$ cat config.mk
export PLATFORM = sky130hd
export DESIGN_NAME = ras_spec_ctrl
export DESIGN_NICKNAME = d
export VERILOG_FILES = /design/src/rtl/ras_pkg.sv /design/src/rtl/ras_cp_table.sv /design/src/rtl/ras_spec_ctrl.sv
export SDC_FILE = /design/constraint.sdc
export NUM_CORES = 1
export LEC_CHECK = 0
export ABC_AREA = 0
export CAP_MARGIN = 40
export CORE_ASPECT_RATIO = 1.25
export CORE_MARGIN = 3
export CORE_UTILIZATION = 51
export CTS_CLUSTER_SIZE = 16
export DETAILED_ROUTE_END_ITERATION = 10
export GPL_TIMING_DRIVEN = 0
export MAX_ROUTING_LAYER = met4
export PLACE_DENSITY = 0.67
export SKIP_CTS_REPAIR_TIMING = 1
export SLEW_MARGIN = 0
export SYNTH_ARGS = -nofsm -noshare
export SYNTH_HDL_FRONTEND = slang
export SYNTH_HIERARCHICAL = 1
export SYNTH_SLANG_ARGS = --single-unit
$ cat constraint.sdc
create_clock -name clk -period 3.9 [get_ports clk]
set_input_delay 0.585 -clock clk [delete_from_list [all_inputs] [get_ports clk]]
set_output_delay 0.585 -clock clk [all_outputs]
set_load 0.1 [all_outputs]
$ cat src/rtl/ras_pkg.sv
// rtl/ras_pkg.sv - shared types and constants for the speculative return-address stack
package ras_pkg;

    localparam int ADDR_WIDTH     = 32;
    localparam int RA_STACK_DEPTH = 8;
    localparam int BR_TAG_NUM     = 8;
    localparam int INST_WIDTH     = 32;
    localparam int BYTE_BIT_WIDTH = 8;

    // Return lands on the instruction after the call.
    localparam int INCR = INST_WIDTH / BYTE_BIT_WIDTH;

    localparam int PTR_W = $clog2(RA_STACK_DEPTH);

    typedef logic [PTR_W-1:0] ras_ptr_t;
    typedef logic [PTR_W:0]   ras_cnt_t;

    typedef struct packed {
        ras_ptr_t              ptr;
        ras_cnt_t              cnt;
        logic [ADDR_WIDTH-1:0] top;
    } ras_cp_t;

endpackage

$ cat src/rtl/ras_cp_table.sv
// rtl/ras_cp_table.sv - per-branch checkpoint register file, one write and one read port
module ras_cp_table
    import ras_pkg::*;
#(
    parameter int BR_NUM = BR_TAG_NUM,
    localparam int BR_TAG = $clog2(BR_NUM)
) (
    input  logic              clk,
    input  logic              reset_,
    input  logic              save_en_i,
    input  logic [BR_TAG-1:0] save_tag_i,
    input  ras_cp_t           save_data_i,
    input  logic [BR_TAG-1:0] rd_tag_i,
    output ras_cp_t           rd_data_o
);

    ras_cp_t cp_q [BR_NUM];

    always_ff @(posedge clk or negedge reset_) begin
        if (!reset_) begin
            for (int i = 0; i < BR_NUM; i++) begin
                cp_q[i] <= '0;
            end
        end else if (save_en_i) begin
            cp_q[save_tag_i] <= save_data_i;
        end
    end

    assign rd_data_o = cp_q[rd_tag_i];

endmodule

$ cat src/rtl/ras_spec_ctrl.sv
// rtl/ras_spec_ctrl.sv - return-address stack with speculative/committed pointers and branch checkpoints
module ras_spec_ctrl
    import ras_pkg::*;
#(
    parameter int ADDR     = ADDR_WIDTH,
    parameter int RA_DEPTH = RA_STACK_DEPTH,
    parameter int BR_NUM   = BR_TAG_NUM,
    localparam int BR_TAG  = $clog2(BR_NUM),
    localparam int CNT_W   = $clog2(RA_DEPTH) + 1
) (
    input  logic              clk,
    input  logic              reset_,
    input  logic              fetch_call_,
    input  logic [ADDR-1:0]   fetch_pc,
    input  logic              fetch_ret_,
    output logic              ret_v,
    output logic [ADDR-1:0]   ret_addr,
    output logic [CNT_W-1:0]  spec_cnt,
    input  logic              br_save_,
    input  logic [BR_TAG-1:0] br_save_tag,
    input  logic              br_miss_,
    input  logic [BR_TAG-1:0] br_miss_tag,
    input  logic              commit_call_,
    input  logic              commit_ret_,
    input  logic              flush_
);

    localparam ras_cnt_t CNT_FULL = ras_cnt_t'(RA_DEPTH);

    logic [ADDR-1:0] ent_q [RA_DEPTH];
    ras_ptr_t        sptr_q, sptr_d, cptr_q, cptr_d;
    ras_cnt_t        scnt_q, scnt_d, ccnt_q, ccnt_d;

    logic            push, pop;
    logic [ADDR-1:0] push_val;
    ras_ptr_t        f_sptr;
    ras_cnt_t        f_scnt;
    logic            f_we;
    logic [ADDR-1:0] f_top;

    logic            ent_we;
    ras_ptr_t        ent_widx;
    logic [ADDR-1:0] ent_wdata;
    logic            save_en;
    ras_cp_t         save_data, miss_cp;

    assign push     = !fetch_call_;
    assign pop      = !fetch_ret_;
    assign push_val = fetch_pc + ADDR'(INCR);

    // Fetch-only next state; whenever an entry is written it is the new top.
    always_comb begin
        f_sptr = sptr_q;
        f_scnt = scnt_q;
        f_we   = 1'b0;
        if (push && pop && scnt_q != '0) begin
            f_we = 1'b1;
        end else if (push) begin
            f_sptr = sptr_q + 1'b1;
            f_we   = 1'b1;
            if (scnt_q != CNT_FULL) begin
                f_scnt = scnt_q + 1'b1;
            end
        end else if (pop && scnt_q != '0) begin
            f_sptr = sptr_q - 1'b1;
            f_scnt = scnt_q - 1'b1;
        end
    end

    assign f_top = f_we ? push_val : ent_q[f_sptr];

    always_comb begin
        cptr_d = cptr_q;
        ccnt_d = ccnt_q;
        if (!commit_call_ && commit_ret_) begin
            cptr_d = cptr_q + 1'b1;
            if (ccnt_q != CNT_FULL) begin
                ccnt_d = ccnt_q + 1'b1;
            end
        end else if (commit_call_ && !commit_ret_ && ccnt_q != '0) begin
            cptr_d = cptr_q - 1'b1;
            ccnt_d = ccnt_q - 1'b1;
        end
    end

    // Recovery priority: flush, then mispredict, then normal fetch.
    always_comb begin
        sptr_d    = f_sptr;
        scnt_d    = f_scnt;
        ent_we    = f_we;
        ent_widx  = f_sptr;
        ent_wdata = push_val;
        save_en   = !br_save_;
        save_data = '{ptr: f_sptr, cnt: f_scnt, top: f_top};
        if (!flush_) begin
            sptr_d  = cptr_d;
            scnt_d  = ccnt_d;
            ent_we  = 1'b0;
            save_en = 1'b0;
        end else if (!br_miss_) begin
            sptr_d    = miss_cp.ptr;
            scnt_d    = miss_cp.cnt;
            ent_we    = 1'b1;
            ent_widx  = miss_cp.ptr;
            ent_wdata = miss_cp.top;
            save_en   = 1'b0;
        end
    end

    always_ff @(posedge clk or negedge reset_) begin
        if (!reset_) begin
            sptr_q <= '0;
            scnt_q <= '0;
            cptr_q <= '0;
            ccnt_q <= '0;
            for (int i = 0; i < RA_DEPTH; i++) begin
                ent_q[i] <= '0;
            end
        end else begin
            sptr_q <= sptr_d;
            scnt_q <= scnt_d;
            cptr_q <= cptr_d;
            ccnt_q <= ccnt_d;
            if (ent_we) begin
                ent_q[ent_widx] <= ent_wdata;
            end
        end
    end

    ras_cp_table #(.BR_NUM(BR_NUM)) u_cp_table (
        .clk         (clk),
        .reset_      (reset_),
        .save_en_i   (save_en),
        .save_tag_i  (br_save_tag),
        .save_data_i (save_data),
        .rd_tag_i    (br_miss_tag),
        .rd_data_o   (miss_cp)
    );

    assign ret_addr = ent_q[sptr_q];
    assign ret_v    = (scnt_q != '0);
    assign spec_cnt = scnt_q;

endmodule

---- Word level (Yosys, flattened, before mapping) ----
Index checks and enable logic that the tools add are counted.
word-level totals
  bits in registers ....................... 582
  bits in latches ......................... 0
  RAM bits ................................ 0
  bits in read-only memories .............. 0
  input port bits ......................... 47
  memories ................................ 0
cells by class
  $add $sub $neg .......................... 9
  multiply operators ...................... 0
  div/mod/pow operators ................... 0
  order comparisons ....................... 7
  eq/ne operators ......................... 2
  shift operators ......................... 0
  mux-type cells .......................... 41
  bitwise operators ....................... 5
  reduce and logical (&&, ||, !) cells .... 15
operators with widths
  operator               count
  $bwmux 312             1
  $bwmux 256             1
  $mux 32                8
  $bmux 32 s3            2
  $bmux 39 s3            1
  $demux 39 s3           1
  $mux 39                3
  $demux 32 s3           1
  $mux 4                 9
  $add 32x3->32 const B  1
  $mux 3                 8
  $ge 4x4->1 const B     5
  $not 3->4              5
  $add 4x1->4 const B    2
  $logic_and 1x1->1      8
  $lt 4x1->1 const B     2
  $ne 4x4->1 const B     2
  $reduce_bool 4->1      2
  $sub 4x1->4 const B    2
  $add 3x1->3 const B    2
  $mux 1                 6
  $sub 3x1->3 const B    2
  $logic_not 1->1        5

---- Longest topological paths before layout ----
Gate-level depths: netlist of run 1.
  depth in word-level cells ............... 13
  mapped depth ............................ 14
  mapped depth without buffers ............ 11

---- By module ----
The synthesis of run 1 kept the hierarchy.
by module, submodules not included
  module         instances  cells an instance  area an instance (µm²)  sequential area each (µm²)
  ras_spec_ctrl  1          1,688              17,787.1                6,756.5
  ras_cp_table   1          803                13,994.7                7,807.5

---- Least setup slack after synthesis of run 1 ----
Ideal clock, no wire load.
  path type ............................... register to output
  from .................................... register sptr_q[1]
  to ...................................... output ret_addr[24]
  arrival time ............................ 4.035 ns
  required time ........................... 3.315 ns
  setup slack ............................. -0.720 ns
  stages on the path, launching flop included .. 7
  cell sequence ........................... dfrtp_1 > clkbuf_1 > buf_2 > buf_1 > clkbuf_1 > a211oi_1 > o31ai_1
between the ends
  cells in the longest elaborated chain, start to end .. 4
ends and longest elaborated chain
  element                                      RTL line              RTL
  start, declared                              ras_spec_ctrl.sv:31   ras_ptr_t sptr_q, sptr_d, cptr_q, cptr_d;
  start signal, assigned                       ras_spec_ctrl.sv:120  sptr_q <= sptr_d;
  $not 3->4 (implied by the code)              ras_spec_ctrl.sv:140  assign ret_addr = ent_q[sptr_q];
  $bmux 32 s3                                  ras_spec_ctrl.sv:140
  $mux 32 (implied by the code) (2 in series)  ras_spec_ctrl.sv:140
  end, declared                                ras_spec_ctrl.sv:17   output logic [ADDR-1:0] ret_addr,
Every way passes these cells. The select of a mux whose other input is x is not followed.

---- Worst setup path after layout of run 1 ----
  from .................................... register sptr_q[0]
  to ...................................... register u_cp_table/cp_q[273] (netlist name)
between the ends
  cells in the longest elaborated chain, start to end .. 10
  elaborated cells on any way between the ends .. 11
  classes of those cells .................. add/sub: 2; mux: 8; bitwise: 1
ends and longest elaborated chain
  element                                        RTL line             RTL
  $sub 3x1->3                                    ras_spec_ctrl.sv:65  f_sptr = sptr_q - 1'b1;
  $mux 3                                         ras_spec_ctrl.sv:64  end else if (pop && scnt_q != '0) begin
  $mux 3                                         ras_spec_ctrl.sv:58  end else if (push) begin
  $mux 3 *                                       ras_spec_ctrl.sv:56  if (push && pop && scnt_q != '0) begin
  $not 3->4 (implied by the code) *              ras_spec_ctrl.sv:70  assign f_top = f_we ? push_val : ent_q[f_sptr];
  $bmux 32 s3 *                                  ras_spec_ctrl.sv:70
  $mux 32 (implied by the code) * (2 in series)  ras_spec_ctrl.sv:70
  $mux 32 *                                      ras_spec_ctrl.sv:70
  net f_top[0]                                   ras_spec_ctrl.sv:39  logic [ADDR-1:0] f_top;
  $bwmux 312 *                                   ras_cp_table.sv:25   cp_q[save_tag_i] <= save_data_i;
  end signal, assigned by index                  ras_cp_table.sv:25
  end, declared                                  ras_cp_table.sv:17   ras_cp_t cp_q [BR_NUM];
Mark *: on every way through the listed nets, which the timed path passes. The rest lies on a longest branch. The select of a mux whose other input is x is not followed.
A chain may end at the register's enable or synchronous reset.

==> results of run 1 <==
worst max-delay path: stages (launching register included):
cell and delay, ns:
dfrtp_2 0.41, clkinvlp_4 0.19, buf_4 0.24, buf_6 0.16, ha_2 0.35, or2_2 0.33
o21ai_4 0.20, o22ai_1 0.15, inv_2 0.13, buf_12 0.15, buf_12 0.17, mux2_2 0.37
a211oi_1 0.27, o31ai_1 0.16, buf_2 0.25, mux2_2 0.28
Yosys cell counts (9+ instances only):
cell type | instances | area share
nor2_1 | 85 | 0.010
mux4_2 | 119 | 0.084
o211ai_1 | 9 | 0.0021
xnor2_1 | 24 | 0.0066
nor3_1 | 121 | 0.019
o21ai_0 | 47 | 0.0074
mux2_1 | 17 | 0.0060
a211oi_1 | 30 | 0.0071
mux2_2 | 652 | 0.23
nand4_1 | 12 | 0.0024
nor4_1 | 30 | 0.0059
and2_1 | 13 | 0.0026
a2111oi_0 | 11 | 0.0030
mux2_4 | 20 | 0.0094
a31oi_1 | 14 | 0.0028
o31ai_1 | 16 | 0.0038
nand2_1 | 124 | 0.015
a32oi_1 | 25 | 0.0069
buf_4 | 15 | 0.0035
ha_1 | 9 | 0.0035
buf_2 | 77 | 0.012
nand3_1 | 30 | 0.0047
xor2_1 | 12 | 0.0033
a31o_2 | 9 | 0.0025
a221oi_1 | 10 | 0.0028
clkbuf_1 | 81 | 0.0096
dfrtp_1 | 582 | 0.46
inv_1 | 17 | 0.0020
mux2i_1 | 78 | 0.025
a21oi_1 | 32 | 0.0050
nor2b_1 | 19 | 0.0037
buf_1 | 16 | 0.0019
where the power goes:
part	leakage [nW]	internal, W	switching [W]	total (W)
combinational	7.70	0.00841	0.0110	0.0194
sequential	7.34	0.00882	0.00189	0.0107
clock	0.983	0.00331	0.00253	0.00584
stage by stage:
step / hold slack (ns) / total power, W / instances / instance area (um^2) / utilization
6_report: -0.07637 / 0.03592 / 3591 / 37500 / 0.6131
4_1_cts: 0.003244 / 0.03457 / 3575 / 36630 / 0.5989
5_1_grt: 0.01637 / 0.03728 / 3591 / 37500 / 0.6131
3_5_place_dp: 0.4616 / 0.02867 / 3467 / 34650 / 0.5665
2_1_floorplan: 0.2894 / 0.02194 / 2491 / 31810 / -
3_3_place_gp: 0.4612 / 0.02654 / 3393 / 33620 / 0.5497
registers in the layout, indices dropped and copies added (netlist names):
signal,cells
u_cp_table/cp_q,312
ent_q,256
ccnt_q,4
spec_cnt,4
cptr_q,3
sptr_q,3
path summary, 6_finish.rpt:
kind	startpoint	depth (start not counted)	endpoint
setup reg to reg	sptr_q[0]	15	u_cp_table/cp_q[273]
min in group clk	flush_	3	sptr_q[1]
hold / removal	reset_	2	ccnt_q[1]
setup / recovery	sptr_q[0]	15	u_cp_table/cp_q[273]
max in group asynchronous	reset_	4	u_cp_table/cp_q[51]
hold reg to reg	cptr_q[2]	1	cptr_q[2]
layout make-up:
class                      count  area [um^2]  area share
timing repair buffer         167         1932     0.05152
buffer                       193         1157     0.03086
clock inverter                28        296.5    0.007908
multi-input combinational   1693        16730      0.4460
sequential                   582        14570      0.3885
tap                          824         1031     0.02749
inverter                      23        97.59    0.002603
clock buffer                  80         1688     0.04501
antenna                        1        2.502  0.00006673
kinds of logic (layout without fill, tap and decap cells):
group / Yosys count / in the layout / synth area share
AOI/OAI and AO/OA: 279 / 279 / 0.06539
xor gates and xnor gates: 36 / 36 / 0.009921
adders and majority gates: 9 / 9 / 0.003543
buffers and inverters: 216 / 491 / 0.03209
DFF: 582 / 582 / 0.4582
muxes: 886 / 886 / 0.3554
other: 0 / 1 / 0
and+or+nand+nor: 483 / 483 / 0.07543
per-layer routing:
metal | vias up | track usage
met5 | - | -
met4 | 0 | 0.1944
met3 | 408 | 0.05985
met2 | 1176 | 0.5065
met1 | 12049 | 0.4035
li1 | 9875 | -
==> impl_metrics.py, run 1 <==
metrics = {
    "sta": {
        "hold_viol_final": 7,
        "drv_slew": 0,
        "min_period_over_period": 1.015,
        "final.setup.worst_slack_ns": -0.05843,
        "fmax_mhz": 252.6,
        "fin_tns_setup_ns": -1.025,
        "whs_ns": -0.07637,
        "skew_ns": 0.02186,
        "setup_viol_count_final": 42,
        "worst_pin_slew_ns": 0.9604,
        "post-route-min-period_ns": 3.958,
        "max-slew-margin-rel": 0.3597,
    },
    "global_routing": {
        "grt.overflow.total": 0,
        "grt_pass1_vias": 24417,
        "grt.total_usage": 0.3272,
        "grt_pass1_wl_um": 155900,
        "antenna_found_initial": 1,
        "grt_start_max_net_pins": 133,
    },
    "finish": {
        "syn2layout_area_growth_pct": 17.99,
        "final_cell_mix": "mux2_2 (652), dfrtp_1 (578), nand2_1 (123)",
        "n_fill_cell": 4809,
        "fin_nets": 2776,
        "drive_above_1_share": 0.4411,
        "final_common_cell": "mux2_2",
    },
    "placed_design": {
        "dp_hpwl_um": 75910,
        "pre_cts_slack_ns": -1.300,
        "gp_congestion": 1.012,
        "port_buffers": 78,
    },
    "die": {
        "io_pins": 84,
        "fp-row-count": 101,
        "dieWidth_um": 229.3,
        "start_util": 0.5196,
        "die_h_um": 285.1,
        "core-area_mm2": 0.06116,
        "die-area_mm2": 0.06537,
    },
    "pwr": {
        "leakage_nw": 16.02,
        "power_density_mw_per_mm2": 957.7,
        "ir_drop_v": 0.0005863,
    },
    "routing": {
        "dr_wl_met3_um": 8483,
        "drcViolationCount": 0,
        "routed_wl_um": 105000,
        "drt.antenna.violating_nets": 0,
        "drt_iter0_markers": 2171,
        "num_vias": 23508,
        "route.met2.wl_um": 48780,
        "routedWlPerCell_um": 29.24,
        "drt-pass1-iter-count": 5,
        "viasPerCell": 6.546,
        "top_layer_used": "met4",
        "met1Wirelength_um": 40300,
    },
    "clock_tree": {
        "cts-htree-levels": 2,
        "cts_root_buf": "clkbuf_16",
        "cts_tree": "yes",
        "insertion_delay_ns": 0.65,
        "cts_sinks": 582,
        "cts_made_buffers": 60,
        "cts_buffer_depth": 3,
        "path_clk_slew_ns": 0.07,
    },
    "outcome": {
        "violations": "hold timing, setup timing",
        "outcome": "finished, violations left",
    },
    "synthesis": {
        "syn_area_mm2": 0.03178,
        "ys_ff_latch": 582,
        "ys.warnings.count": 6,
        "syn_inst": 2491,
        "async_reset_ff_frac": 1.000,
        "syn_avg_cell_area_um2": 12.76,
        "synth_edf_count": 0,
        "synthFlopType": "dfrtp_1",
        "syn-num-nets": 2547,
        "ys_seq_area_frac": 0.4582,
        "yosysUniqueCellTypes": 80,
    },
    "setup_path": {
        "startpoint_type": "flop",
        "worstPathArrival_ns": 4.47,
        "r2r_slack_ns": -0.06,
        "path_max_fanout": 10,
        "crit_type": "flop to flop",
        "cp.required_ns": 4.42,
        "end_kind": "flop",
    },
    "worst_hold_path": {
        "hp-class": "primary input to asynchronous set/reset pin",
    },
    "run": {
        "drv_cap": 0,
    },
}
Power figures use the tool's default switching activity.
==> inputs of run 2 (changes only) <==
Settings changed: HOLD_SLACK_MARGIN from default to 0.1.
==> run 2 against run 1 <==
Against the previous run: the flow finishes with violations (setup timing); routed wire length decreased by 0.18%; combinational power about the same; flip-flop and latch count unchanged; critical path depth unchanged; power about the same.
==> impl_metrics.py, run 2 (synthesis results as in run 1) <==
metrics = {
    "outcome": {
        "outcome": "finished, violations left",
        "violations": "setup timing",
    },
    "finish": {
        "fin_nets": 2777,
        "drive_above_1_share": 0.4409,
        "finish.utilization": 0.6133,
        "syn2layout_area_growth_pct": 18.02,
        "final_area_mm2": 0.03751,
        "n_fill_cell": 4810,
        "multiInputGateArea_mm2": 0.01673,
        "layoutNonFillerInstCount": 3592,
        "top_regs": "u_cp_table/cp_q (312), ent_q (256)",
        "regArea_mm2": 0.01457,
        "final_common_cell": "mux2_2",
        "largest_reg_flops": 312,
        "final_cell_mix": "mux2_2 (652), dfrtp_1 (578), nand2_1 (123)",
        "regMostFlops": "u_cp_table/cp_q",
    },
    "routing": {
        "drcViolationCount": 0,
        "drt.antenna.violating_nets": 0,
        "drt_iter0_markers": 2298,
        "routedWlPerCell_um": 29.18,
        "routed_wl_um": 104800,
        "viasPerCell": 6.521,
        "num_vias": 23424,
        "drt-pass1-iter-count": 7,
    },
    "clock_tree": {
        "cts_sinks": 582,
        "cts_made_buffers": 60,
        "path_clk_slew_ns": 0.07,
        "cts-htree-levels": 2,
        "insertion_delay_ns": 0.65,
        "cts_root_buf": "clkbuf_16",
        "cts_buffer_depth": 3,
        "cts_tree": "yes",
    },
    "setup_path": {
        "cp_num_buf_inv": 7,
        "crit_type": "flop to flop",
        "path_max_fanout": 10,
        "critPathTopFamily": "buffers and inverters",
        "worstPathArrival_ns": 4.46,
        "cp.required_ns": 4.42,
        "crit_slowest_cell": "dfrtp_2",
        "startpoint_type": "flop",
        "worstPathCellList": "clkinvlp_4 -> buf_4 -> buf_6 -> ha_2 -> or2_2 -> o21ai_4 -> o22ai_1 -> inv_2 -> buf_12 -> buf_12 -> mux2_2 -> a211oi_1 -> o31ai_1 -> buf_2 -> mux2_2",
        "max_stage_delay_ns": 0.41,
        "end_kind": "flop",
    },
    "run": {
        "drv_cap": 0,
    },
    "global_routing": {
        "grt.overflow.total": 0,
        "grt_use_met2": 0.5065,
        "top_usage_layer": "met2",
        "grt.total_usage": 0.3272,
        "met1_usage": 0.4035,
        "grt_pass1_vias": 24417,
        "grt_start_max_net_pins": 133,
        "met3_usage": 0.05985,
        "grt_pass1_wl_um": 155900,
        "antenna_found_initial": 1,
    },
    "sta": {
        "fmax_mhz": 253.4,
        "setup_viol_count_final": 56,
        "drv_slew": 0,
        "final.setup.worst_slack_ns": -0.04678,
        "max-slew-margin-rel": 0.3527,
        "worst_pin_slew_ns": 0.9710,
        "hold_viol_final": 0,
        "skew_ns": 0.02122,
        "post-route-min-period_ns": 3.947,
        "fin_tns_setup_ns": -1.143,
        "min_period_over_period": 1.012,
    },
    "die": {
        "die_h_um": 285.1,
        "dieWidth_um": 229.3,
        "core-area_mm2": 0.06116,
        "io_pins": 84,
        "fp-row-count": 101,
        "start_util": 0.5196,
        "die-area_mm2": 0.06537,
    },
    "pwr": {
        "leakage_nw": 16.02,
        "power_density_mw_per_mm2": 957.2,
        "ir_drop_v": 0.0005872,
    },
    "placed_design": {
        "place_inst": 3467,
        "gp_congestion": 1.012,
        "port_buffers": 78,
        "post_dp_cell_area_mm2": 0.03465,
        "dp_hpwl_um": 75910,
    },
    "worst_hold_path": {
        "hp-class": "primary input to flop",
    },
}
-- run 2: cell count changes in the layout (fill, tap and decap cells not counted), sizes merged --
cell	change
dlygate4sd3	+1
-- run 2: worst min-delay path, stage by stage --
cell and delay [ns]:
clkbuf_1 0.21, nand2_1 0.12, o21a_1 0.12
-- run 2: metal layers --
metal  wire length, um  vias up
met4              7192        0
met5                 0        -
met3              8253      394
met2             48990     1146
met1             40370    12011
li1                  -     9873
-- run 2: path summary, 6_finish.rpt --
check | from | endpoint | slack (ns) | cells after the start
hold / removal | flush_ | sptr_q[1] | 0.43 | 3
hold reg to reg | cptr_q[2] | cptr_q[2] | 0.47 | 1
setup / recovery | sptr_q[0] | u_cp_table/cp_q[234] | -0.05 | 15
max in group asynchronous | reset_ | u_cp_table/cp_q[171] | 1.66 | 5
min in group asynchronous | reset_ | ccnt_q[1] | 0.52 | 3
setup reg to reg | sptr_q[0] | u_cp_table/cp_q[234] | -0.05 | 15
-- run 2: report_power, final --
part | switching [W] | internal [W]
Sequential | 0.00189 | 0.00882
Combinational | 0.0110 | 0.00841
Clock | 0.00253 | 0.00331
Total | 0.0154 | 0.0205
-- run 2: cell type report --
class / instances / share of cell area
multi-input combinational: 1693 / 0.4459
sequential: 582 / 0.3884
timing repair buffer: 168 / 0.05177
clock buffer: 80 / 0.04500
buffer: 193 / 0.03085
tap: 824 / 0.02749
clock inverter: 28 / 0.007906
inverter: 23 / 0.002602
antenna: 1 / 0.00006671
-- run 2: stage by stage --
| step | hold WS, ns | power [W] | worst slack, ns |
|---|---|---|---|
| CTS | 0.003244 | 0.03457 | -1.458 |
| global route | 0.4351 | 0.03728 | -0.04372 |
| global placement | 0.4612 | 0.02654 | -24.47 |
| detailed placement | 0.4616 | 0.02867 | -1.300 |
| floorplan | 0.2894 | 0.02194 | 0.02408 |
| finish | 0.4334 | 0.03591 | -0.04678 |
